File: config.mk
export PLATFORM = sky130hd
export DESIGN_NAME = alpharetz_spi_queue_flat
export DESIGN_NICKNAME = d
export VERILOG_FILES = /design/src/rtl/alpharetz_spi_queue_if.sv /design/src/rtl/alpharetz_spi_queue.sv /design/src/flat_wrapper.sv
export SDC_FILE = /design/constraint.sdc
export NUM_CORES = 1
export LEC_CHECK = 0
export BUFFER_PORTS_ARGS = -buffer_cell sky130_fd_sc_hd__buf_2
export CAP_MARGIN = 20
export CORE_UTILIZATION = 53
export DETAILED_ROUTE_END_ITERATION = 6
export HOLD_SLACK_MARGIN = 0.02
export PLACE_DENSITY_LB_ADDON = 0.08
export SLEW_MARGIN = 30
export SYNTH_ARGS = -nofsm -noshare
export SYNTH_HDL_FRONTEND = slang
export SYNTH_SLANG_ARGS = --single-unit
export TNS_END_PERCENT = 30
File: constraint.sdc
create_clock -name sys_clk -period 3.9 [get_ports sys_clk]
set_clock_uncertainty 0.15 [all_clocks]
set_input_delay 0 -clock sys_clk [delete_from_list [all_inputs] [get_ports sys_clk]]
set_output_delay 0 -clock sys_clk [all_outputs]
set_load 0.02 [all_outputs]
File: src/rtl/alpharetz_spi_queue_if.sv
// CPU-side and controller-side signal bundle of the SPI command/response queue.
// The queue connects through the slave modport; the CPU/controller side (or a
// bench standing in for both) connects through the master modport.
interface alpharetz_spi_queue_if #(
    parameter int SPI_DATA_WIDTH = 8,
    parameter int P_ADDR_WIDTH   = 2,
    parameter int FIFO_DEPTH     = 4
);
    localparam int CW = $clog2(FIFO_DEPTH + 1);

    // CPU write side (TX queue)
    logic                      wr_valid;
    logic                      wr_ready;
    logic [SPI_DATA_WIDTH-1:0] wr_data;
    logic [P_ADDR_WIDTH-1:0]   wr_addr;
    // CPU read side (RX queue)
    logic                      rd_valid;
    logic                      rd_ready;
    logic [SPI_DATA_WIDTH-1:0] rd_data;
    logic [P_ADDR_WIDTH-1:0]   rd_addr;
    // Status
    logic [CW-1:0]             tx_count;
    logic [CW-1:0]             rx_count;
    logic                      err_timeout;
    logic                      clr_err;
    // SPI controller side
    logic [SPI_DATA_WIDTH-1:0] ctl_tx_data;
    logic [P_ADDR_WIDTH-1:0]   ctl_p_addr;
    logic                      ctl_start_txn;
    logic                      ctl_busy;
    logic                      ctl_end_txn;
    logic [SPI_DATA_WIDTH-1:0] ctl_rx_data;

    modport slave (
        input  wr_valid, wr_data, wr_addr, rd_ready, clr_err,
               ctl_busy, ctl_end_txn, ctl_rx_data,
        output wr_ready, rd_valid, rd_data, rd_addr, tx_count, rx_count,
               err_timeout, ctl_tx_data, ctl_p_addr, ctl_start_txn
    );

    modport master (
        output wr_valid, wr_data, wr_addr, rd_ready, clr_err,
               ctl_busy, ctl_end_txn, ctl_rx_data,
        input  wr_ready, rd_valid, rd_data, rd_addr, tx_count, rx_count,
               err_timeout, ctl_tx_data, ctl_p_addr, ctl_start_txn
    );
endinterface

File: src/rtl/alpharetz_spi_queue.sv
// Command/response queue in front of alpharetz_spi_controller. CPU transfers
// are buffered in a TX FIFO and launched one at a time; each response is
// stored in an RX FIFO tagged with the peripheral address. A watchdog drops
// transfers the controller never completes and raises a sticky error.
module alpharetz_spi_queue #(
    parameter int SPI_DATA_WIDTH = 8,
    parameter int P_ADDR_WIDTH   = 2,
    parameter int FIFO_DEPTH     = 4,
    parameter int TIMEOUT_CYCLES = 1024
) (
    input  logic                   sys_clk,
    input  logic                   async_rst,
    input  logic                   sys_clk_en,
    alpharetz_spi_queue_if.slave   bus
);
    localparam int AW = $clog2(FIFO_DEPTH);
    localparam int CW = $clog2(FIFO_DEPTH + 1);
    localparam int EW = P_ADDR_WIDTH + SPI_DATA_WIDTH;
    localparam int TW = (TIMEOUT_CYCLES > 2) ? $clog2(TIMEOUT_CYCLES) : 1;

    typedef enum logic [2:0] {
        ST_IDLE    = 3'd0,
        ST_ISSUE   = 3'd1,
        ST_WAIT    = 3'd2,
        ST_CAPTURE = 3'd3,
        ST_DRAIN   = 3'd4
    } state_t;

    state_t          state_r, state_nxt_s;
    logic [EW-1:0]   tx_mem_r [FIFO_DEPTH];
    logic [EW-1:0]   rx_mem_r [FIFO_DEPTH];
    logic [AW-1:0]   tx_wptr_r, tx_rptr_r, rx_wptr_r, rx_rptr_r;
    logic [CW-1:0]   tx_count_r, rx_count_r;
    logic [TW-1:0]   wdog_r;
    logic            end_prev_r;
    logic            err_r;

    logic            tx_full_s, tx_empty_s, rx_full_s, rx_empty_s;
    logic            tx_push_s, tx_pop_s, rx_push_s, rx_pop_s;
    logic            end_edge_s, err_set_s;

    assign tx_full_s  = (tx_count_r == CW'(FIFO_DEPTH));
    assign tx_empty_s = (tx_count_r == {CW{1'b0}});
    assign rx_full_s  = (rx_count_r == CW'(FIFO_DEPTH));
    assign rx_empty_s = (rx_count_r == {CW{1'b0}});
    assign tx_push_s  = bus.wr_valid && !tx_full_s;
    assign rx_pop_s   = bus.rd_ready && !rx_empty_s;
    assign end_edge_s = bus.ctl_end_txn && !end_prev_r;

    assign bus.wr_ready      = !tx_full_s;
    assign bus.rd_valid      = !rx_empty_s;
    assign bus.tx_count      = tx_count_r;
    assign bus.rx_count      = rx_count_r;
    assign bus.err_timeout   = err_r;
    assign bus.ctl_start_txn = (state_r == ST_ISSUE);
    assign {bus.ctl_p_addr, bus.ctl_tx_data} = tx_mem_r[tx_rptr_r];
    assign {bus.rd_addr, bus.rd_data}        = rx_mem_r[rx_rptr_r];

    // Next-state decode and FIFO pop/push strobes of the transfer sequencer.
    always_comb begin
        state_nxt_s = state_r;
        tx_pop_s    = 1'b0;
        rx_push_s   = 1'b0;
        err_set_s   = 1'b0;
        case (state_r)
            ST_IDLE: begin
                if (!tx_empty_s && !rx_full_s && !bus.ctl_busy) begin
                    state_nxt_s = ST_ISSUE;
                end else begin
                    state_nxt_s = ST_IDLE;
                end
            end
            ST_ISSUE: begin
                if (bus.ctl_busy) begin
                    state_nxt_s = ST_WAIT;
                end else begin
                    state_nxt_s = ST_ISSUE;
                end
            end
            ST_WAIT: begin
                // A completion edge beats a watchdog expiry in the same cycle.
                if (end_edge_s) begin
                    state_nxt_s = ST_CAPTURE;
                end else if (wdog_r == TW'(TIMEOUT_CYCLES - 1)) begin
                    state_nxt_s = ST_IDLE;
                    tx_pop_s    = 1'b1;
                    err_set_s   = 1'b1;
                end else begin
                    state_nxt_s = ST_WAIT;
                end
            end
            ST_CAPTURE: begin
                rx_push_s   = 1'b1;
                tx_pop_s    = 1'b1;
                state_nxt_s = ST_DRAIN;
            end
            ST_DRAIN: begin
                if (!bus.ctl_busy) begin
                    state_nxt_s = ST_IDLE;
                end else begin
                    state_nxt_s = ST_DRAIN;
                end
            end
            default: begin
                state_nxt_s = ST_IDLE;
            end
        endcase
    end

    // Sequencer state, watchdog, end_txn edge history and sticky error flag.
    always_ff @(posedge sys_clk or posedge async_rst) begin
        if (async_rst) begin
            state_r    <= ST_IDLE;
            wdog_r     <= {TW{1'b0}};
            end_prev_r <= 1'b0;
            err_r      <= 1'b0;
        end else if (sys_clk_en) begin
            state_r    <= state_nxt_s;
            end_prev_r <= bus.ctl_end_txn;
            // Watchdog only runs while waiting, so it restarts at 0 on every entry.
            if (state_r == ST_WAIT) begin
                wdog_r <= wdog_r + TW'(1);
            end else begin
                wdog_r <= {TW{1'b0}};
            end
            if (err_set_s) begin
                err_r <= 1'b1;
            end else if (bus.clr_err) begin
                err_r <= 1'b0;
            end
        end
    end

    // TX FIFO: storage, pointers and occupancy.
    always_ff @(posedge sys_clk or posedge async_rst) begin
        if (async_rst) begin
            for (int i = 0; i < FIFO_DEPTH; i++) begin
                tx_mem_r[i] <= {EW{1'b0}};
            end
            tx_wptr_r  <= {AW{1'b0}};
            tx_rptr_r  <= {AW{1'b0}};
            tx_count_r <= {CW{1'b0}};
        end else if (sys_clk_en) begin
            if (tx_push_s) begin
                tx_mem_r[tx_wptr_r] <= {bus.wr_addr, bus.wr_data};
                tx_wptr_r           <= tx_wptr_r + AW'(1);
            end
            if (tx_pop_s) begin
                tx_rptr_r <= tx_rptr_r + AW'(1);
            end
            case ({tx_push_s, tx_pop_s})
                2'b10:   tx_count_r <= tx_count_r + CW'(1);
                2'b01:   tx_count_r <= tx_count_r - CW'(1);
                default: tx_count_r <= tx_count_r;
            endcase
        end
    end

    // RX FIFO: captured responses tagged with the issuing peripheral address.
    always_ff @(posedge sys_clk or posedge async_rst) begin
        if (async_rst) begin
            for (int i = 0; i < FIFO_DEPTH; i++) begin
                rx_mem_r[i] <= {EW{1'b0}};
            end
            rx_wptr_r  <= {AW{1'b0}};
            rx_rptr_r  <= {AW{1'b0}};
            rx_count_r <= {CW{1'b0}};
        end else if (sys_clk_en) begin
            if (rx_push_s) begin
                rx_mem_r[rx_wptr_r] <= {bus.ctl_p_addr, bus.ctl_rx_data};
                rx_wptr_r           <= rx_wptr_r + AW'(1);
            end
            if (rx_pop_s) begin
                rx_rptr_r <= rx_rptr_r + AW'(1);
            end
            case ({rx_push_s, rx_pop_s})
                2'b10:   rx_count_r <= rx_count_r + CW'(1);
                2'b01:   rx_count_r <= rx_count_r - CW'(1);
                default: rx_count_r <= rx_count_r;
            endcase
        end
    end
endmodule
File: src/flat_wrapper.sv
// flat-port wrapper written by rule: the top's interface ports become plain ports
module alpharetz_spi_queue_flat 
#(
    parameter int SPI_DATA_WIDTH = 8,
    parameter int P_ADDR_WIDTH   = 2,
    parameter int FIFO_DEPTH     = 4,
    parameter int TIMEOUT_CYCLES = 1024
)
  (sys_clk, async_rst, sys_clk_en, bus_wr_valid, bus_wr_data, bus_wr_addr, bus_rd_ready, bus_clr_err, bus_ctl_busy, bus_ctl_end_txn, bus_ctl_rx_data, bus_wr_ready, bus_rd_valid, bus_rd_data, bus_rd_addr, bus_tx_count, bus_rx_count, bus_err_timeout, bus_ctl_tx_data, bus_ctl_p_addr, bus_ctl_start_txn);
  alpharetz_spi_queue_if #(.SPI_DATA_WIDTH(SPI_DATA_WIDTH), .P_ADDR_WIDTH(P_ADDR_WIDTH), .FIFO_DEPTH(FIFO_DEPTH)) bus_i ();
  input  logic sys_clk;
  input  logic async_rst;
  input  logic sys_clk_en;
  input wire logic [$bits(bus_i.wr_valid)-1:0] bus_wr_valid;
  input wire logic [$bits(bus_i.wr_data)-1:0] bus_wr_data;
  input wire logic [$bits(bus_i.wr_addr)-1:0] bus_wr_addr;
  input wire logic [$bits(bus_i.rd_ready)-1:0] bus_rd_ready;
  input wire logic [$bits(bus_i.clr_err)-1:0] bus_clr_err;
  input wire logic [$bits(bus_i.ctl_busy)-1:0] bus_ctl_busy;
  input wire logic [$bits(bus_i.ctl_end_txn)-1:0] bus_ctl_end_txn;
  input wire logic [$bits(bus_i.ctl_rx_data)-1:0] bus_ctl_rx_data;
  output wire logic [$bits(bus_i.wr_ready)-1:0] bus_wr_ready;
  output wire logic [$bits(bus_i.rd_valid)-1:0] bus_rd_valid;
  output wire logic [$bits(bus_i.rd_data)-1:0] bus_rd_data;
  output wire logic [$bits(bus_i.rd_addr)-1:0] bus_rd_addr;
  output wire logic [$bits(bus_i.tx_count)-1:0] bus_tx_count;
  output wire logic [$bits(bus_i.rx_count)-1:0] bus_rx_count;
  output wire logic [$bits(bus_i.err_timeout)-1:0] bus_err_timeout;
  output wire logic [$bits(bus_i.ctl_tx_data)-1:0] bus_ctl_tx_data;
  output wire logic [$bits(bus_i.ctl_p_addr)-1:0] bus_ctl_p_addr;
  output wire logic [$bits(bus_i.ctl_start_txn)-1:0] bus_ctl_start_txn;
  assign bus_i.wr_valid = bus_wr_valid;
  assign bus_i.wr_data = bus_wr_data;
  assign bus_i.wr_addr = bus_wr_addr;
  assign bus_i.rd_ready = bus_rd_ready;
  assign bus_i.clr_err = bus_clr_err;
  assign bus_i.ctl_busy = bus_ctl_busy;
  assign bus_i.ctl_end_txn = bus_ctl_end_txn;
  assign bus_i.ctl_rx_data = bus_ctl_rx_data;
  assign bus_wr_ready = bus_i.wr_ready;
  assign bus_rd_valid = bus_i.rd_valid;
  assign bus_rd_data = bus_i.rd_data;
  assign bus_rd_addr = bus_i.rd_addr;
  assign bus_tx_count = bus_i.tx_count;
  assign bus_rx_count = bus_i.rx_count;
  assign bus_err_timeout = bus_i.err_timeout;
  assign bus_ctl_tx_data = bus_i.ctl_tx_data;
  assign bus_ctl_p_addr = bus_i.ctl_p_addr;
  assign bus_ctl_start_txn = bus_i.ctl_start_txn;
  alpharetz_spi_queue #(.SPI_DATA_WIDTH(SPI_DATA_WIDTH), .P_ADDR_WIDTH(P_ADDR_WIDTH), .FIFO_DEPTH(FIFO_DEPTH), .TIMEOUT_CYCLES(TIMEOUT_CYCLES)) u_core (.sys_clk(sys_clk), .async_rst(async_rst), .sys_clk_en(sys_clk_en), .bus(bus_i));
endmodule
==> results_dict.tcl <==
set metrics [dict create \
    rsz0062_at_grt "no" \
    critPathCaptureType "register" \
    ys.flop_type "dfrtp_1" \
    gp_congestion 0.794 \
    clk_latency_ps 380 \
    ys_ff_latch 109 \
    grt_pass1_vias 3099 \
    min_period_ps 2490 \
    wl_um 9790 \
    cpMostUsedCell "xor2_1" \
    start_util 0.548 \
    worstRegToRegCells 8 \
    synth_warnings 0 \
    ff2ff_setup_slack_ps 1410 \
    synth_area_um2 5350 \
    numCtsBuffers 9 \
    worstPathArrival_ps 2630 \
    tritoncts "done" \
    max_stage_delay_ps 480 \
    vias_per_cell 5.28 \
    leakage_uw 0.00295 \
    htreeDepth 3 \
    die_width_um 102 \
    max_slew_margin 0.479 \
    holdBufCountCts 30 \
    timing.fmax_ghz 0.402 \
    grt_max_degree 47 \
    synth.avg_cell_area_um2 15.2 \
    finalNonFillerCells 579 \
    maxSlewViolCount 0 \
    r2r-end "u_core.bus.tx_count[2]" \
    whs_endpoint "u_core.tx_mem_r[4]" \
    status "finished clean" \
    synth_edf_count 0 \
    r2r_start "u_core.state_r[1]" \
    setup_viol 0 \
    worstHoldStart "bus_wr_data[4]" \
    worstPathMaxFanout 8 \
    cts_resized 0 \
    fp.dieArea_um2 10500 \
    port_buffers 55 \
    ir_drop_mv 0.338 \
    drt_iter0_drc 130 \
    dpl.hpwl_um 6190 \
    cp_slowest_cell "dfrtp_1" \
    overflow 0 \
    max_cap_violations 0 \
    n_antenna_cell 0 \
    grt_pass1_wl_um 15900 \
    final_common_cell "dfrtp_1" \
    clkTransAtPathRegs_ps 100 \
    antenna_found_initial 0 \
    drive_above_1_share 0.422 \
    hold_viol_final 0 \
    fp.dieH_um 102 \
    syn_inst 352 \
    hold_depth 3 \
    post-place-cells 534 \
    hold_path.class "primary input to register" \
    firstDrtPassIters 4 \
    start_kind "register" \
    cts-root-buf "clkbuf_8" \
    crit_chain "or3b_1 -> o21ai_0 -> ha_1 -> inv_1 -> fa_1 -> xor2_1 -> nor2_1 -> xor2_1" \
    area_growth_pct 16.2 \
    synth_nets 391 \
    clk_path_buf_depth 2 \
    crit_type "register to register" \
    ioPinCount 56 \
    routedWlPerCell_um 16.9 \
    drc 0 \
    ys_types 41 \
    finalCritPeriodShare 0.639 \
    yosysSeqAreaShare 0.510 \
    grt_usage 0.205 \
    async_flop_share 1.00 \
    clkSinkCount 109 \
    ant_nets 0 \
    mostFrequentLayoutCells "dfrtp_1, buf_2, mux2_4, mux2_2, dlygate4sd3_1" \
    tns_ps 0 \
    p_per_area_nw_per_um2 761 \
    core_um2 9770 \
    post-cts-setup-buffers 0 \
    critPathRequiredTime_ps 4040 \
    nets 481 \
    num_rows 36 \
    worstMarginPinSlew_ps 780 \
    via_count 3060 \
]
[cells in the mapped netlist (2+ instances only)]
| cell | number | area share |
|---|---|---|
| xnor2_1 | 8 | 0.013 |
| nand2_1 | 11 | 0.0077 |
| nor3b_1 | 2 | 0.0028 |
| o21ai_0 | 14 | 0.013 |
| mux2_2 | 32 | 0.067 |
| mux2_4 | 50 | 0.14 |
| and2_1 | 3 | 0.0035 |
| mux4_2 | 20 | 0.084 |
| nor3_1 | 2 | 0.0019 |
| nand2b_1 | 3 | 0.0035 |
| clkbuf_1 | 4 | 0.0028 |
| ha_1 | 11 | 0.026 |
| and3_1 | 2 | 0.0023 |
| a21oi_1 | 4 | 0.0037 |
| nor2_1 | 10 | 0.0070 |
| o31ai_1 | 2 | 0.0028 |
| inv_1 | 13 | 0.0091 |
| nand4_1 | 3 | 0.0035 |
| or3_1 | 3 | 0.0035 |
| xor2_1 | 8 | 0.013 |
| nand3_1 | 8 | 0.0075 |
| fa_1 | 2 | 0.0075 |
| nand2_8 | 8 | 0.030 |
| buf_2 | 3 | 0.0028 |
| dfrtp_1 | 109 | 0.51 |
| inv_2 | 2 | 0.0014 |
[per-stage QoR]
step                worst slack [ps]  utilization  total power, uW  hold slack (ps)  cell area (um2)
floorplan                        876            -             3620            -1.49             5350
detailed placement              1460        0.589             4140             -151             5760
finish                          1410        0.636             4730              281             6220
global route                    1210        0.636             5040              273             6220
CTS                             1430        0.636             4780              258             6220
global placement                1530        0.589             4070             -158             5760
[flip-flops by register name (all words and copies together) (netlist names), 3 cells and up]
| register | cells |
|---|---|
| u_core.bus.tx_count | 3 |
| u_core.wdog_r | 10 |
| u_core.state_r | 3 |
| u_core.rx_mem_r | 40 |
| u_core.bus.rx_count | 3 |
| u_core.tx_mem_r | 40 |
[final cells by class]
cell class                 instances  area [um2]
sequential                       109        2730
multi-input combinational        220        2520
fill                             775        3550
clock inverter                     4        26.3
inverter                          15        58.8
tap                              133         166
timing repair buffer              87         591
clock buffer                      11         131
[per-layer routing]
metal	up-vias	share of wire	track usage
li1	1440	-	-
met1	1556	0.48	0.291
met2	56	0.48	0.311
met3	8	0.036	0.0610
met4	0	0.0088	0.0495
met5	-	0	0
[report_power, final]
group	switching, uW	leakage (uW)	internal [uW]
logic	935	0.00150	1170
clock network	372	0.0000792	229
registers	409	0.00137	1610
[critical path, delay by kind of cell (launching register included)]
family,cells,cell delay (ps)
AOI/OAI and AO/OA,1,230
xor gates and xnor gates,2,320
adders and majority gates,2,590
buffers and inverters,1,60
DFF,1,480
and+or+nand+nor,2,580
[cell families after synthesis]
| family | Yosys count | share of synthesized area |
|---|---|---|
| AO/OA/AOI/OAI | 24 | 0.0259 |
| XOR/XNOR | 16 | 0.0262 |
| adder cells (fa/ha/maj) | 13 | 0.0332 |
| buffers and inverters | 23 | 0.0199 |
| flip-flops | 109 | 0.510 |
| multiplexers | 102 | 0.292 |
| AND/OR/NAND/NOR | 65 | 0.0935 |
[worst max-delay path by stage]
| stage | from | endpoint | slack [ps] | depth (start not counted) |
|---|---|---|---|---|
| after floorplan | async_rst | u_core.bus.err_timeout | 880 | 1 |
| after global placement | u_core.state_r[1] | u_core.bus.tx_count[2] | 1530 | 8 |
| after detailed placement | u_core.wdog_r[0] | u_core.bus.tx_count[2] | 1460 | 11 |
| after CTS | u_core.wdog_r[0] | u_core.bus.tx_count[2] | 1430 | 11 |
| after global routing | u_core.wdog_r[0] | u_core.bus.tx_count[2] | 1210 | 11 |
| final | u_core.state_r[1] | u_core.bus.tx_count[2] | 1410 | 8 |
Note: power is estimated with default switching activity, not from simulation.
